File: src/rtl/universal_register_if.sv
// Bundles the universal register's control, data and status signals.
// The master drives the operation inputs and the slave drives the registered outputs.
interface universal_register_if #(
    parameter int BITS = 4
);
    localparam int CW = $clog2(BITS);

    logic            enb;
    logic [1:0]      MODO;
    logic            S_IN;
    logic [BITS-1:0] D;
    logic [BITS-1:0] Q;
    logic            S_OUT;
    logic [CW-1:0]   cnt;
    logic            word_done;

    modport master (
        output enb, MODO, S_IN, D,
        input  Q, S_OUT, cnt, word_done
    );

    modport slave (
        input  enb, MODO, S_IN, D,
        output Q, S_OUT, cnt, word_done
    );
endinterface

File: src/rtl/universal_register.sv
// Universal shift register: shift left/right, parallel load or hold, with a shift counter and word_done pulse.
// Latency: one clk edge from sampled inputs to Q/S_OUT/cnt/word_done; all outputs are registered.
// Backpressure: none; enb=0 freezes the register like a gated clock and only clears word_done.
module universal_register #(
    parameter int BITS = 4
) (
    input logic              clk,
    input logic              reset,
    universal_register_if.slave bus
);
    localparam int CW = $clog2(BITS);
    localparam logic [CW-1:0] CNT_LAST = CW'(BITS - 1);

    typedef enum logic [1:0] {
        SHL  = 2'b00,
        SHR  = 2'b01,
        LOAD = 2'b10,
        HOLD = 2'b11
    } mode_e;

    logic [BITS-1:0] q_r;
    logic            so_r;
    logic [CW-1:0]   cnt_r;
    logic            wd_r;
    logic            cnt_wrap;
    logic [CW-1:0]   cnt_nxt;

    // cnt counts modulo BITS, so the wrap point is BITS-1 even when BITS is not a power of two
    assign cnt_wrap = (cnt_r == CNT_LAST);
    assign cnt_nxt  = cnt_wrap ? '0 : cnt_r + 1'b1;

    always_ff @(posedge clk or posedge reset) begin
        if (reset) begin
            q_r   <= '0;
            so_r  <= 1'b0;
            cnt_r <= '0;
            wd_r  <= 1'b0;
        end else if (bus.enb) begin
            case (mode_e'(bus.MODO))
                SHL: begin
                    q_r   <= {q_r[BITS-2:0], bus.S_IN};
                    so_r  <= q_r[BITS-1];
                    cnt_r <= cnt_nxt;
                    wd_r  <= cnt_wrap;
                end
                SHR: begin
                    q_r   <= {bus.S_IN, q_r[BITS-1:1]};
                    so_r  <= q_r[0];
                    cnt_r <= cnt_nxt;
                    wd_r  <= cnt_wrap;
                end
                LOAD: begin
                    q_r   <= bus.D;
                    so_r  <= 1'b0;
                    cnt_r <= '0;
                    wd_r  <= 1'b0;
                end
                default: begin
                    wd_r  <= 1'b0;
                end
            endcase
        end else begin
            wd_r <= 1'b0;
        end
    end

    assign bus.Q         = q_r;
    assign bus.S_OUT     = so_r;
    assign bus.cnt       = cnt_r;
    assign bus.word_done = wd_r;
endmodule

File: src/flat_wrapper.sv
// flat-port wrapper written by rule: the top's interface ports become plain ports
module universal_register_flat 
#(
    parameter int BITS = 4
)
  (clk, reset, bus_enb, bus_MODO, bus_S_IN, bus_D, bus_Q, bus_S_OUT, bus_cnt, bus_word_done);
  universal_register_if #(.BITS(BITS)) bus_i ();
  input logic clk;
  input logic reset;
  input wire logic [$bits(bus_i.enb)-1:0] bus_enb;
  input wire logic [$bits(bus_i.MODO)-1:0] bus_MODO;
  input wire logic [$bits(bus_i.S_IN)-1:0] bus_S_IN;
  input wire logic [$bits(bus_i.D)-1:0] bus_D;
  output wire logic [$bits(bus_i.Q)-1:0] bus_Q;
  output wire logic [$bits(bus_i.S_OUT)-1:0] bus_S_OUT;
  output wire logic [$bits(bus_i.cnt)-1:0] bus_cnt;
  output wire logic [$bits(bus_i.word_done)-1:0] bus_word_done;
  assign bus_i.enb = bus_enb;
  assign bus_i.MODO = bus_MODO;
  assign bus_i.S_IN = bus_S_IN;
  assign bus_i.D = bus_D;
  assign bus_Q = bus_i.Q;
  assign bus_S_OUT = bus_i.S_OUT;
  assign bus_cnt = bus_i.cnt;
  assign bus_word_done = bus_i.word_done;
  universal_register #(.BITS(BITS)) u_core (.clk(clk), .reset(reset), .bus(bus_i));
endmodule
File: config.mk
export PLATFORM = sky130hd
export DESIGN_NAME = universal_register_flat
export DESIGN_NICKNAME = d
export VERILOG_FILES = /design/src/rtl/universal_register_if.sv /design/src/rtl/universal_register.sv /design/src/flat_wrapper.sv
export SDC_FILE = /design/constraint.sdc
export NUM_CORES = 1
export LEC_CHECK = 0
export ABC_AREA = 1
export BUFFER_PORTS_ARGS = -buffer_cell sky130_fd_sc_hd__buf_4
export CORE_AREA = 2 2 39 41
export CTS_BUF_LIST = sky130_fd_sc_hd__clkbuf_8
export DETAILED_ROUTE_END_ITERATION = 10
export DIE_AREA = 0 0 41 43
export PLACE_DENSITY_LB_ADDON = 0.2
export SETUP_SLACK_MARGIN = 0.2
export SLEW_MARGIN = 20
export SYNTH_ARGS = -nofsm -noshare
export SYNTH_HDL_FRONTEND = slang
export SYNTH_SLANG_ARGS = --single-unit
File: constraint.sdc
create_clock -name clk -period 2.8 [get_ports clk]
set_input_delay 0 -clock clk [delete_from_list [all_inputs] [get_ports clk]]
set_output_delay 0 -clock clk [all_outputs]
set_load 0.02 [all_outputs]
==> impl_metrics.ini, run 1 <==
[floorplan]
core.rowCount = 14
fp.dieArea_um2 = 1760
chipHeight_um = 43
floorplan.core_area_um2 = 1380
initial_core_util = 0.369
boundaryPins = 18
die_width_um = 41

[detailed_routing]
drc_violations_left = 0
antenna_left = 0
drt-pass1-iter-count = 3
number_of_vias_in_the_routed_layout = 471
finalWirelength_um = 1010
via_per_inst = 4.44
routed_wire_length_per_instance_um = 9.52
drtIter0Drc = 10

[yosys]
yosys.area_share.simple = 0.363
multiplexer_fraction_of_the_synthesized_cell_area = 0
mappedNetlistArea_um2 = 510
synth_adder_area_share = 0.123
syn-mean-instance-area_um2 = 7.19
synth_compound_area_frac = 0.0343
dominant_combinational_cell_family_by_area_after_synthesis = simple AND/OR/NAND/NOR gates
ys.warnings.count = 0
syn-num-nets = 86
netlist_instances = 71
seq_area_frac_synth = 0.392
synth.lib_cells_used.distinct = 11
post_synthesis_xor_xnor_area_fraction = 0
postSynthRegisterBits = 8

[cells_and_area]
synthToLayoutAreaGrowth_pct = 35.3
final-seq-area_um2 = 200
final_layout_size_suffix_gt1_frac = 0.267
finalNonFillerCells = 106
diodes = 0
fillCellCount = 155
multiInputGateArea_um2 = 265
nets = 107

[cts]
cts_buffers = 3
clock_tree_from_tritoncts = built
maximum_count_of_clock_buffers_along_a_single_path = 2
clkTransAtPathRegs_ns = 0.04
cts_resized = 0
ctsRootBufferMaster = clkbuf_8
htree_num_levels = 1
clock_latency_at_the_later_pin_of_the_worst_skew_pair_ns = 0.22
tritoncts_num_sinks = 8

[global_route]
total_routing_resource_utilization_after_global_routing = 0.141
number_of_antenna_violations_at_the_first_check_in_global_routing = 0
number_of_global_route_vias_before_repair = 410
maximum_number_of_pins_on_one_net_before_global_route_repair = 15
globalRouteOverflowTotal = 0
grt_pass1_wl_um = 1680

[flow_run]
timing.max_cap.violations = 0

[sta]
report.final.slew_viol_count = 0
tightestPinTransition_ns = 0.328
final.setup_skew_ns = 0.00193
fmax_mhz = 1060
finalWorstPathRequiredPeriod_ns = 0.948
timing.final.hold_violations = 0
final_min_period_over_clock_period = 0.338
timing.setup.tns_ns = 0
setup-violations-final = 0
slew-limit-headroom = 0.781
setup_repair_after_global_routing_missed_its_margin = false

[run_status]
run_status = completed

[setup_path]
cp_max_fo = 4
worstSetupPathType = flop to flop
worst-endpoint-arrival_ns = 1.10
endpoint_kind = flop
critical_path_required_ns = 2.95
crit_path_start_kind = flop

[power_and_ir_drop]
power.ir.vdd_worst_mv = 0.273
power_per_cell_area_nw_per_um2 = 668
power.leakage_nw = 0.397

[placed_design]
port_buffers = 17
gp_congestion = 0.765
half_perimeter_wire_length_of_the_detailed_placement_result_um = 756
placed_cells_incl_taps = 102

[hold_path]
min-delay-path-class = input port to flop
-- sequential cells by signal, indices dropped and copies added (netlist names) --
name                  count
u_core.bus.word_done      1
u_core.bus.cnt            2
u_core.bus.Q              4
u_core.bus.S_OUT          1
-- cells in the final DEF (no fill, tap or decap), drive strengths merged --
| cell | instances |
|---|---|
| nand2 | 31 |
| buf | 17 |
| nor2 | 11 |
| dfrtp | 8 |
| inv | 7 |
| nand3 | 5 |
| ha | 5 |
| clkbuf | 3 |
| o21ai | 2 |
| dlygate4sd3 | 1 |
-- critical path, stage by stage (launching register included) --
cell and delay, ns:
dfrtp_1 0.40, ha_1 0.23, nor2_1 0.08, nand2_1 0.06, o21ai_2 0.10
-- cells by family (layout without fill, tap and decap cells) --
| kind of cell | count (synthesis) | in the layout |
|---|---|---|
| buffers and inverters | 9 | 28 |
| AND/OR/NAND/NOR | 47 | 47 |
| flip-flops | 8 | 8 |
| adder cells (fa/ha/maj) | 5 | 5 |
| AO/OA/AOI/OAI | 2 | 2 |
-- layer usage --
metal | up-vias | share of wire | track usage
met2 | 12 | 0.45 | 0.175
met3 | 0 | 0.049 | 0.0471
met5 | - | 0 | 0
li1 | 253 | - | -
met1 | 206 | 0.50 | 0.206
met4 | 0 | 0 | 0.0800
-- stage by stage --
stage | hold WS [ns] | instance area (um2) | setup slack (ns) | power (mW) | util
floorplan | -0.184 | 510 | 1.80 | 0.265 | -
global placement | -0.0271 | 639 | 1.82 | 0.325 | 0.462
detailed placement | -0.0195 | 639 | 1.82 | 0.328 | 0.462
CTS | 0.0185 | 691 | 1.85 | 0.466 | 0.499
global route | 0.0413 | 691 | 1.79 | 0.499 | 0.499
finish | 0.0218 | 691 | 1.85 | 0.461 | 0.499
-- timing repair --
action,4_1_cts,5_1_grt
buffers inserted,0,0
hold endpoints to repair,8,0
hold buffers,1,0
-- layout make-up --
type | count | area share
well taps | 16 | 0.0290
clock buffers | 3 | 0.0598
multi-input cells | 54 | 0.384
inverters | 7 | 0.0380
flip-flops and latches | 8 | 0.290
repair buffers | 18 | 0.199
-- power by group --
| group | internal [mW] | switching (mW) |
|---|---|---|
| combinational | 0.0719 | 0.0884 |
| clock | 0.0929 | 0.0429 |
| sequential | 0.141 | 0.0237 |
-- path summary, 6_finish.rpt --
kind                              startpoint                    to  slack [ns]  cells past startpoint
hold / removal                       bus_enb  u_core.bus.word_done        0.02                      3
setup reg to reg           u_core.bus.cnt[0]     u_core.bus.cnt[0]        1.85                      4
max in group asynchronous              reset       u_core.bus.Q[0]        2.26                      3
min in group asynchronous              reset       u_core.bus.Q[1]        0.29                      3
setup / recovery           u_core.bus.cnt[0]     u_core.bus.cnt[0]        1.85                      4
hold reg to reg             u_core.bus.S_OUT      u_core.bus.S_OUT        0.49                      2
-- cell usage after synthesis --
| library cell | count | area share |
|---|---|---|
| nand2_1 | 30 | 0.22 |
| nor2_1 | 11 | 0.081 |
| dfrtp_1 | 8 | 0.39 |
| inv_1 | 6 | 0.044 |
| ha_1 | 5 | 0.12 |
| nand3_1 | 5 | 0.049 |
| o21ai_2 | 2 | 0.034 |
| buf_4 | 1 | 0.015 |
| buf_6 | 1 | 0.022 |
| inv_2 | 1 | 0.0073 |
| nand2_2 | 1 | 0.012 |
Power figures use the tool's default switching activity.
==> inputs of run 2 (changes only) <==
==> constraint.sdc (replaced) <==
create_clock -name clk -period 0.9 [get_ports clk]
set_input_delay 0 -clock clk [delete_from_list [all_inputs] [get_ports clk]]
set_output_delay 0 -clock clk [all_outputs]
set_load 0.02 [all_outputs]
==> run 2 against run 1 <==
Net effect:
- global-route usage increased by 0.32 points
- critical path depth fell by 2
- core utilization is 8.4 points higher
- non-clock buffer count increased by 4
- combinational power grew to 4.4 times the previous value
- critical endpoint is now bus_cnt[1]
- worst setup slack got worse by 1.9 ns
- sequential power rose to 3.3 times the previous value
- sequential share of layout area decreased by 3.2 points
==> impl_metrics.ini, run 2 (synthesized netlist as in run 1, its figures left out) <==
[placed_design]
dpl_worst_slack_ns = -0.0902
placed_cells_incl_taps = 106
half_perimeter_wire_length_of_the_detailed_placement_result_um = 798
port_buffers = 17
gp_congestion = 0.835
detailed_place.area_um2 = 682

[power_and_ir_drop]
power_per_cell_area_nw_per_um2 = 2080
design_power_total_mw = 1.68
power.ir.vdd_worst_mv = 1.05
power.leakage_nw = 0.418

[flow_run]
timing.max_cap.violations = 0

[cells_and_area]
postLayoutCellArea_um2 = 807
finalNonFillerCells = 110
synthToLayoutAreaGrowth_pct = 58.1
final_common_cell = nand2_1
nets = 111
final_layout_size_suffix_gt1_frac = 0.468
postLayoutCoreUtil = 0.583
diodes = 0
number_of_flip_flops_in_the_largest_register = 4
final_cell_mix = 28 x nand2_1, 12 x buf_4, 9 x nor2_1, 9 x buf_6, 6 x dfrtp_2

[global_route]
number_of_antenna_violations_at_the_first_check_in_global_routing = 0
globalRouteOverflowTotal = 0
maximum_number_of_pins_on_one_net_before_global_route_repair = 15
number_of_global_route_vias_before_repair = 425
grt_pass1_wl_um = 1730
total_routing_resource_utilization_after_global_routing = 0.144

[floorplan]
floorplan.core_area_um2 = 1380
core.rowCount = 14
boundaryPins = 18
initial_core_util = 0.369
die_width_um = 41
fp.dieArea_um2 = 1760
chipHeight_um = 43

[sta]
final.setup_skew_ns = 0.00311
final_min_period_over_clock_period = 0.998
timing.final.hold_violations = 0
finalWorstPathRequiredPeriod_ns = 0.898
timing.final.ws_setup_ns = 0.00215
report.final.slew_viol_count = 0
fmax_mhz = 1110
slew-limit-headroom = 0.800
setup_repair_after_global_routing_missed_its_margin = true
tightestPinTransition_ns = 0.300
setup-violations-final = 0

[setup_path]
ff2ff_setup_slack_ns = 0.002
timing_endpoint_of_the_critical_path = bus_cnt[1]
r2r_start = u_core.bus.cnt[0]
r2r_end = u_core.bus.cnt[0]
worst-endpoint-arrival_ns = 0.90
endpoint_kind = primary output
cp_max_fo = 2
worstSetupPathType = flop to primary output
worst_setup_path_startpoint = u_core.bus.cnt[1]
critical_path_required_ns = 0.90
worstRegToRegCells = 4
crit_path_start_kind = flop

[detailed_routing]
drc_violations_left = 0
via_per_inst = 4.58
routed_wire_length_per_instance_um = 10.4
antenna_left = 0
number_of_vias_in_the_routed_layout = 504
finalWirelength_um = 1140
drtIter0Drc = 15
drt-pass1-iter-count = 4

[cts]
cts_setup_buffers = 0
clock_tree_from_tritoncts = built
maximum_count_of_clock_buffers_along_a_single_path = 2
cts_buffers = 3
htree_num_levels = 1
clock_latency_at_the_later_pin_of_the_worst_skew_pair_ns = 0.22
tritoncts_num_sinks = 8
clkTransAtPathRegs_ns = 0.04
ctsRootBufferMaster = clkbuf_8

[run_status]
run_status = completed

[hold_path]
min-delay-path-class = input port to flop
==> run 2: cell count changes in the layout (fill, tap and decap cells not counted), sizes merged <==
cell and change:
buf +4
==> run 2: report_power, final <==
part / total (mW) / switching, mW / internal, mW
Sequential: 0.544 / 0.0908 / 0.453
Combinational: 0.712 / 0.336 / 0.376
Clock: 0.421 / 0.131 / 0.289
==> run 2: final cells by class <==
cell class / count / area, um2
Clock buffer: 3 / 41.3
Inverter: 7 / 26.3
Multi-Input combinational cell: 54 / 310
Sequential cell: 8 / 208
Tap cell: 16 / 20.0
Fill cell: 141 / 577
Timing Repair Buffer: 22 / 201
==> run 2: worst max-delay path: stages, from the launching register on <==
cell	delay, ns
dfrtp_2	0.42
buf_4	0.14
buf_6	0.12
==> run 2: metrics by stage <==
stage | TNS (ns) | hold slack (ns)
2_1_floorplan | -0.119 | -0.185
3_3_place_gp | -0.355 | -0.0274
3_5_place_dp | -0.471 | -0.0270
4_1_cts | -0.0204 | 0.0278
5_1_grt | -0.112 | 0.0636
6_report | 0 | 0.0350
==> run 2: how the worst min path moves through the flow <==
stage	slack, ns	depth (start not counted)	to	startpoint
floorplan	-0.18	1	u_core.bus.S_OUT	reset
global placement	-0.03	2	u_core.bus.S_OUT	reset
detailed placement	-0.03	2	u_core.bus.S_OUT	reset
CTS	0.03	3	u_core.bus.word_done	bus_enb
global route	0.06	3	u_core.bus.word_done	bus_enb
finish	0.04	3	u_core.bus.word_done	bus_enb
==> run 2: timing repair <==
action,CTS,global route
hold buffers,1,0
endpoints found under the hold margin,8,0
pin swaps,6,8
setup endpoints to repair,16,16
resized for setup,11,7
==> run 2: routing by layer <==
| layer | global-route usage | vias to the layer above | wire length [um] | part of all wire |
|---|---|---|---|---|
| met5 | 0 | - | 0 | 0 |
| li1 | - | 263 | - | - |
| met4 | 0.0800 | 0 | 22 | 0.019 |
| met3 | 0.0471 | 2 | 52 | 0.046 |
| met2 | 0.175 | 15 | 521 | 0.46 |
| met1 | 0.216 | 224 | 544 | 0.48 |
